$ cat config.mk
export PLATFORM = sky130hd
export DESIGN_NAME = device_control_bank
export DESIGN_NICKNAME = d
export VERILOG_FILES = /design/src/rtl/device_control_bank.sv
export SDC_FILE = /design/constraint.sdc
export NUM_CORES = 1
export LEC_CHECK = 0
export ABC_AREA = 1
export BUFFER_PORTS_ARGS = -buffer_cell sky130_fd_sc_hd__buf_2
export CORE_UTILIZATION = 45
export CTS_CLUSTER_DIAMETER = 60
export CTS_CLUSTER_SIZE = 12
export DETAILED_ROUTE_END_ITERATION = 8
export PLACE_DENSITY = 0.73
export SLEW_MARGIN = 15
export SYNTH_ARGS = -nofsm -noshare
export SYNTH_HDL_FRONTEND = slang
export SYNTH_SLANG_ARGS = --single-unit
$ cat constraint.sdc
create_clock -name clk -period 1.2 [get_ports clk]
set_input_delay 0.06 -clock clk [delete_from_list [all_inputs] [get_ports clk]]
set_output_delay 0.06 -clock clk [all_outputs]
set_load 0.01 [all_outputs]
$ cat src/rtl/device_control_bank.sv
// Host register bank (CTRL/STATUS/THREAD_COUNT/ARG words) with a kernel launch
// handshake towards the dispatcher and sticky done/error reporting.
module device_control_bank #(
  parameter  int DATA_WIDTH = 8,
  parameter  int NUM_REGS   = 8,
  localparam int ADDR_WIDTH = $clog2(NUM_REGS),
  localparam int NUM_ARGS   = NUM_REGS - 3
) (
  input  logic                           clk,
  input  logic                           reset_n,
  input  logic                           wr_en,
  input  logic [ADDR_WIDTH-1:0]          wr_addr,
  input  logic [DATA_WIDTH-1:0]          wr_data,
  input  logic                           rd_en,
  input  logic [ADDR_WIDTH-1:0]          rd_addr,
  output logic [DATA_WIDTH-1:0]          rd_data,
  output logic                           rd_valid,
  output logic [DATA_WIDTH-1:0]          thread_count,
  output logic [NUM_ARGS*DATA_WIDTH-1:0] arg_regs,
  output logic                           start,
  input  logic                           start_ack,
  input  logic                           kernel_done,
  output logic                           busy
);

  typedef enum logic [1:0] {IDLE = 2'd0, LAUNCH = 2'd1, RUN = 2'd2} state_t;

  localparam logic [ADDR_WIDTH:0] NUM_REGS_W = (ADDR_WIDTH + 1)'(NUM_REGS);

  state_t                state_reg;
  logic                  start_reg;
  logic                  busy_reg;
  logic                  done_reg;
  logic                  err_reg;
  logic [DATA_WIDTH-1:0] thread_count_reg;
  logic [DATA_WIDTH-1:0] arg_reg [NUM_ARGS];
  logic [DATA_WIDTH-1:0] rd_data_reg;
  logic                  rd_valid_reg;

  logic wr_in_range;
  logic go_write;
  logic data_write;
  logic status_write;
  logic err_set;
  logic done_set;
  logic launch;
  logic [DATA_WIDTH-1:0] status_word;
  logic [DATA_WIDTH-1:0] rd_mux;

  assign wr_in_range  = {1'b0, wr_addr} < NUM_REGS_W;
  assign go_write     = wr_en && wr_in_range && (wr_addr == '0) && wr_data[0];
  assign data_write   = wr_en && wr_in_range && (wr_addr >= ADDR_WIDTH'(2));
  assign status_write = wr_en && (wr_addr == ADDR_WIDTH'(1));

  // Any write the bank refuses leaves the registers untouched and flags err.
  assign err_set  = (wr_en && !wr_in_range) || (busy_reg && (go_write || data_write));
  assign launch   = go_write && (state_reg == IDLE) && (thread_count_reg != '0);
  assign done_set = ((state_reg == RUN) && kernel_done)
                 || (go_write && (state_reg == IDLE) && (thread_count_reg == '0));

  always_ff @(posedge clk or negedge reset_n) begin
    if (!reset_n) begin
      state_reg <= IDLE;
      start_reg <= 1'b0;
      busy_reg  <= 1'b0;
    end else begin
      case (state_reg)
        IDLE: begin
          if (launch) begin
            state_reg <= LAUNCH;
            start_reg <= 1'b1;
            busy_reg  <= 1'b1;
          end
        end
        LAUNCH: begin
          if (start_ack) begin
            state_reg <= RUN;
            start_reg <= 1'b0;
          end
        end
        RUN: begin
          if (kernel_done) begin
            state_reg <= IDLE;
            busy_reg  <= 1'b0;
          end
        end
        default: begin
          state_reg <= IDLE;
          start_reg <= 1'b0;
          busy_reg  <= 1'b0;
        end
      endcase
    end
  end

  // Sticky flags: a set on the same edge as a W1C clear takes priority.
  always_ff @(posedge clk or negedge reset_n) begin
    if (!reset_n) begin
      done_reg <= 1'b0;
      err_reg  <= 1'b0;
    end else begin
      if (done_set)
        done_reg <= 1'b1;
      else if (status_write && wr_data[1])
        done_reg <= 1'b0;
      if (err_set)
        err_reg <= 1'b1;
      else if (status_write && wr_data[2])
        err_reg <= 1'b0;
    end
  end

  always_ff @(posedge clk or negedge reset_n) begin
    if (!reset_n)
      thread_count_reg <= '0;
    else if (data_write && !busy_reg && (wr_addr == ADDR_WIDTH'(2)))
      thread_count_reg <= wr_data;
  end

  generate
    for (genvar gi = 0; gi < NUM_ARGS; gi++) begin : g_arg
      always_ff @(posedge clk or negedge reset_n) begin
        if (!reset_n)
          arg_reg[gi] <= '0;
        else if (data_write && !busy_reg && (wr_addr == ADDR_WIDTH'(gi + 3)))
          arg_reg[gi] <= wr_data;
      end
      assign arg_regs[gi*DATA_WIDTH +: DATA_WIDTH] = arg_reg[gi];
    end
  endgenerate

  always_comb begin
    status_word      = '0;
    status_word[2:0] = {err_reg, done_reg, busy_reg};
  end

  // CTRL reads 0 and unmapped addresses fall through to the 0 default.
  always_comb begin
    rd_mux = '0;
    if (rd_addr == ADDR_WIDTH'(1))
      rd_mux = status_word;
    else if (rd_addr == ADDR_WIDTH'(2))
      rd_mux = thread_count_reg;
    else begin
      for (int i = 0; i < NUM_ARGS; i++) begin
        if (rd_addr == ADDR_WIDTH'(i + 3))
          rd_mux = arg_reg[i];
      end
    end
  end

  always_ff @(posedge clk or negedge reset_n) begin
    if (!reset_n) begin
      rd_data_reg  <= '0;
      rd_valid_reg <= 1'b0;
    end else begin
      rd_valid_reg <= rd_en;
      if (rd_en)
        rd_data_reg <= rd_mux;
    end
  end

  assign rd_data      = rd_data_reg;
  assign rd_valid     = rd_valid_reg;
  assign thread_count = thread_count_reg;
  assign start        = start_reg;
  assign busy         = busy_reg;

endmodule
-- After elaboration in Yosys (flattened, before gate mapping)
Index checks and enable logic that the tools add are counted.
- output and inout port bits: 59
- RAM bits: 0
- word-level logic and storage cells: 85
- latch bits: 0
- memories kept: 0
- input bits: 20
- flip-flop bits (word level): 63
- memory bits (read-only): 0
- reduce and logical (&&, ||, !) cells: 30
- multipliers: 0
- equality and inequality tests: 19
- mux-type cells: 20
- bitwise logic cells: 2
- $add $sub $neg: 0
- magnitude comparators: 1
- div/mod/pow operators: 0
- shift-type cells: 0
- operator list (operator ; number):
    8-bit two-way mux ; 7
    3-bit equality test (second input constant) ; 8
    1-bit logical AND ; 18
    3-bit by 2-bit equality test with 1-bit output (second input constant) ; 4
    3-bit AND reduction ; 3
    8-bit logical NOT ; 1
    8-bit nonzero test ; 1
    1-bit two-way mux ; 7
    3-bit by 1-bit equality test with 1-bit output (second input constant) ; 2
    2-bit two-way mux ; 3
    2-bit inequality test (second input constant) ; 3
    1-bit one-hot mux with 3 select lines ; 2
    2-bit one-hot mux with 3 select lines ; 1
    2-bit nonzero test ; 2
    3-bit by 2-bit greater-or-equal comparator with 1-bit output (second input constant) ; 1
    3-bit logical NOT ; 1
    2-bit by 1-bit equality test with 1-bit output (second input constant) ; 1
    2-bit equality test (second input constant) ; 1
    2-bit logical NOT ; 1
    1-bit logical OR ; 2
    1-bit inverter ; 2
    1-bit logical NOT ; 1

-- Longest topological paths before layout
- depth in word-level cells: 8
- mapped depth: 10
- gate-level depth less buffers: 9

-- Least setup slack after synthesis
OpenSTA, ideal clock, no wires.
- kind: register to register
- start point: register busy_reg, in the netlist busy
- end point: register arg_reg, in the netlist arg_regs[38]
- path slack: -0.113 ns
- buffers on the path: 1
- data required time: 1.073 ns
- arrival: 1.186 ns
- stages on the path, launching flop included: 6
- period minus slack after synthesis: 1.313 ns
- cell sequence: dfrtp_1 -> nor2_4 -> nand4_1 -> buf_2 -> nand2_1 -> o21ai_0
- longest elaborated chain between the ends: 3
- RTL lines (item ; RTL line ; source):
    from (decl) ; 32 ; logic busy_reg;
    from (signal assigned) ; 65 ; busy_reg <= 1'b0;
    from (signal assigned) ; 72 ; busy_reg <= 1'b1;
    from (signal assigned) ; 84 ; busy_reg <= 1'b0;
    1-bit logical NOT ; 125 ; else if (data_write && !busy_reg && (wr_addr == ADDR_WIDTH'(gi + 3)))
    1-bit logical AND (2 in series) ; 125 ;
    to (signal, indexed assignment) ; 126 ; arg_reg[gi] <= wr_data;
    to (decl) ; 36 ; logic [DATA_WIDTH-1:0] arg_reg [NUM_ARGS];
No other way between the ends.
A chain may end at the register's enable or synchronous reset.

-- Worst setup path after layout
- start point: register busy_reg, in the netlist busy
- end point: register arg_reg, in the netlist arg_regs[5]
The elaborated chain is that of the path after synthesis.

==> reports/metrics.sh <==
TRITONCTS_CLOCK_TREE='built'
CTS.HTREE.LEVELS=3
GP_CONGESTION=0.920
WORSTREGTOREGCELLS=5
SYNTHESIS.INSTANCES=355
SETUP_VIOL_COUNT_FINAL=0
CP-END-KIND='flip-flop'
POSTLAYOUTCOREUTIL_PCT=63.4
LAYOUT_STAGE_AREA_GROWTH_OVER_THE_SYNTHESIS_RESULT_PCT=33.2
CRIT_PATH_MAX_INCR_DELAY_PS=420
SYNTH.YOSYS.WARNINGS=0
CRIT_CHAIN='nor2_4 -> nand4_2 -> buf_12 -> nand2_1 -> o21ai_0'
IOS=79
WORST_EP_ARRIVAL_TIME_PS=1390
FIRST_GLOBAL_VIAS=2782
YS_SEQ_AREA_SHARE_PCT=54.6
R2R_SETUP_SLACK_PS=7
TIMING_HOLD_VIOLATIONS_FINAL=0
ITER_0_DRT_VIOLATIONS=149
TIMING.CRITICAL_PATH.FANOUT_MAX=16
DRC_ERRORS=0
POST_ROUTE_WL_UM=8030
START_UTIL_PCT=47.6
ROW_COUNT=28
CLOCK_TREE.ROOT_CELL='sky130_fd_sc_hd__clkbuf_8'
NNETSFINAL=488
P_PER_AREA_nW_PER_UM2=1870
GRT_ANTENNA_BEFORE_REPAIR=0
POSTSYNTHREGISTERBITS=63
SETUP_TNS_PS=0
RSZ0062_AT_GRT='yes'
WORST_SLEW_MARGIN_REL_PCT=71.6
SKEW_PS=6.21
POST-LAYOUT-TOTAL-POWER_uW=7180
SETUP.WORST_PATH.CLASS='reg -> reg'
GR-TOTAL-OVERFLOW=0
WORSTSETUPSTARTPOINT='busy$_DFFE_PN0P_'
TIMING.HOLD.WORST.CLASS='in -> reg'
GRTUSAGETOTAL_PCT=26.4
CLK-INSERTION-DELAY-LATE_PS=340
WORST_SETUP_SLACK_AFTER_LAYOUT_PS=7.00
TOTAL_DIE_AREA_UM2=6740
ANTENNA_CELLS_INSERTED=0
CP.BUFFERS_INVERTERS=1
MAX_REG_FLOPS=40
WIRE_LENGTH_OF_THE_FIRST_GLOBAL_ROUTING_PASS_UM=12800
DP_CELLS=529
CLOCK_PATH_BUFFERS=2
VDD_IR_DROP_MAX_V=0.000937
POST_DRT_WL_PER_CELL_UM=14.6
REG2REG_FROM='busy$_DFFE_PN0P_'
SYNTH_AREA_UM2=2890
DR_TOTAL_VIAS=2932
TIMING.MAX_CAP.VIOLATIONS=0
LAYOUTNONFILLERINSTCOUNT=548
P_LEAK_uW=0.00207
CORE-AREA_UM2=6060
TRITONCTS_NUM_SINKS=63
DPL.HPWL_UM=6010
WORST-ENDPOINT-REQUIRED_PS=1400
SYNTH_LARGEST_AREA_CELL='sky130_fd_sc_hd__dfrtp_1'
PIN_COUNT_OF_THE_BIGGEST_NET_ENTERING_GLOBAL_ROUTING=35
WORST_SETUP_HOLD_PATH_CLK_SLEW_PS=60
TIMING_WORST_SLEW_PIN_VALUE_PS=426
MULTI_INPUT_COMB_AREA_UM2=1170
FINAL.PERIOD_UTILIZATION_PCT=99.4
DIE_X_UM=82.1
CTS_INSERTED_BUFFERS=9
WORSTREG2REGEND='arg_regs[5]$_DFFE_PN0P_'
DIE_HEIGHT_UM=82.1
MAX_CLOCK_FREQ_MHz=838
FRACTION_OF_LAYOUT_CELLS_WITH_A_SIZE_SUFFIX_ABOVE_1_PCT=29.0
REGAREA_UM2=1580
NUMBER_OF_BUFFERS_INSERTED_BY_PORT_BUFFERING=78
YS_TOP_CELLS_BY_AREA='sky130_fd_sc_hd__dfrtp_1 (55%), sky130_fd_sc_hd__nand2_1 (15%), sky130_fd_sc_hd__o21ai_0 (11%)'
FIRSTDRTPASSITERS=5
SYNTH.AVG_CELL_AREA_UM2=8.13
CRITICAL-PATH-SLOWEST-CELL='sky130_fd_sc_hd__dfrtp_2'
STATUS='finished clean'
SYNTH.LIB_CELLS_USED.DISTINCT=20
CRITICAL_PATH.ENDPOINT='arg_regs[5]$_DFFE_PN0P_'
VIAS_CELL=5.35
SHARE_OF_THE_SYNTHESIZED_AREA_IN_THE_TOP_CELL_TYPE_PCT=54.6
GATE_FAMILY_RESPONSIBLE_FOR_THE_MOST_DELAY_ALONG_THE_WORST_PATH='flip-flops'
CRIT_CELLS=5
LAYOUT.FILLER_CELLS=532
DP_SLACK_PS=16.5
WORSTSETUPSTARTPOINTTYPE='flip-flop'
ANT_NETS=0
SYNTH_NETS=375
FINAL.MIN_CLOCK_PERIOD_PS=1190
SLEW_VIOL_FINAL=0
## worst register-to-register path, cell delays in order (launching register included)
cell and delay, ps:
sky130_fd_sc_hd__dfrtp_2 420, sky130_fd_sc_hd__nor2_4 170, sky130_fd_sc_hd__nand4_2 140, sky130_fd_sc_hd__buf_12 180
sky130_fd_sc_hd__nand2_1 60, sky130_fd_sc_hd__o21ai_0 90
## worst min path at each step
stage,end,cells after the start,start,slack (ps)
2_1_floorplan,arg_regs[0]$_DFFE_PN0P_,0,reset_n,-240
3_3_place_gp,arg_regs[35]$_DFFE_PN0P_,1,reset_n,20
3_5_place_dp,arg_regs[35]$_DFFE_PN0P_,1,reset_n,20
4_1_cts,state_reg[1]$_DFFE_PN0P_,4,kernel_done,50
5_1_grt,done_reg$_DFFE_PN0P_,3,kernel_done,60
6_report,state_reg[1]$_DFFE_PN0P_,4,kernel_done,50
## layout by cell type (no fill, tap or decap), types with 2 or more instances in the layout
master | synthesis | final
sky130_fd_sc_hd__a21oi_1 | 4 | 4
sky130_fd_sc_hd__buf_2 | 4 | 78
sky130_fd_sc_hd__buf_4 | 0 | 24
sky130_fd_sc_hd__buf_12 | 0 | 3
sky130_fd_sc_hd__inv_1 | 28 | 28
sky130_fd_sc_hd__nand4_2 | 4 | 4
sky130_fd_sc_hd__nand3_1 | 15 | 15
sky130_fd_sc_hd__or2_2 | 2 | 2
sky130_fd_sc_hd__nand2_1 | 116 | 114
sky130_fd_sc_hd__dfrtp_1 | 63 | 62
sky130_fd_sc_hd__nor2_2 | 0 | 2
sky130_fd_sc_hd__clkbuf_8 | 0 | 10
sky130_fd_sc_hd__buf_6 | 0 | 4
sky130_fd_sc_hd__nor3_1 | 4 | 4
sky130_fd_sc_hd__nand4_1 | 11 | 11
sky130_fd_sc_hd__o21ai_0 | 63 | 51
sky130_fd_sc_hd__nand2_2 | 0 | 2
sky130_fd_sc_hd__clkbuf_1 | 5 | 2
sky130_fd_sc_hd__o211ai_1 | 2 | 2
sky130_fd_sc_hd__clkinv_2 | 0 | 3
sky130_fd_sc_hd__o21ai_1 | 0 | 12
sky130_fd_sc_hd__nand3b_1 | 2 | 2
sky130_fd_sc_hd__dlygate4sd3_1 | 0 | 3
sky130_fd_sc_hd__nor2_1 | 27 | 25
## cell usage after synthesis
master                       n
sky130_fd_sc_hd__nand2_1   116
sky130_fd_sc_hd__dfrtp_1    63
sky130_fd_sc_hd__o21ai_0    63
sky130_fd_sc_hd__inv_1      28
sky130_fd_sc_hd__nor2_1     27
sky130_fd_sc_hd__nand3_1    15
sky130_fd_sc_hd__nand4_1    11
sky130_fd_sc_hd__clkbuf_1    5
sky130_fd_sc_hd__a21oi_1     4
sky130_fd_sc_hd__buf_2       4
sky130_fd_sc_hd__nand4_2     4
sky130_fd_sc_hd__nor3_1      4
sky130_fd_sc_hd__nand3b_1    2
sky130_fd_sc_hd__o211ai_1    2
sky130_fd_sc_hd__or2_2       2
sky130_fd_sc_hd__buf_1       1
sky130_fd_sc_hd__inv_2       1
sky130_fd_sc_hd__nor2_4      1
sky130_fd_sc_hd__o21ai_2     1
sky130_fd_sc_hd__o221ai_1    1
## through the flow
step / area (um2) / hold WS, ps
floorplan: 2890 / -236
global placement: 3600 / 24.4
detailed placement: 3600 / 23.3
CTS: 3820 / 52.5
global route: 3840 / 60.9
finish: 3840 / 48.4
## layout make-up
type,count,area share (%)
Clock buffer,12,3.78
Clock inverter,4,1.17
Inverter,29,2.83
Multi-Input combinational cell,253,30.4
Sequential cell,63,41.0
Tap cell,75,2.44
Timing Repair Buffer,112,18.4
## cell families (layout without fill, tap and decap cells)
family	Yosys count	after routing	share of synthesized area (%)
AND/OR/NAND/NOR	182	182	27.4
buffers and inverters	39	157	5.25
flip-flops	63	63	54.6
AO/OA/AOI/OAI	71	71	12.7
## what timing repair did
item	CTS	global route
setup buffers	0	0
hold endpoints to repair	16	0
gates resized for setup	0	18
endpoints found under the setup margin	0	50
hold buffers	3	0
## power breakdown
group / total, uW / switching, uW / internal, uW
logic: 2160 / 1210 / 954
registers: 3230 / 494 / 2740
clock network: 1790 / 779 / 1010
## metal layers
layer	vias up	global-route usage (%)	routed length, um
met5	-	0	0
met4	0	12.5	172
met3	18	6.89	600
met2	138	42.1	3830
met1	1381	33.3	3430
li1	1395	-	-
Note: power is estimated with default switching activity, not from simulation.
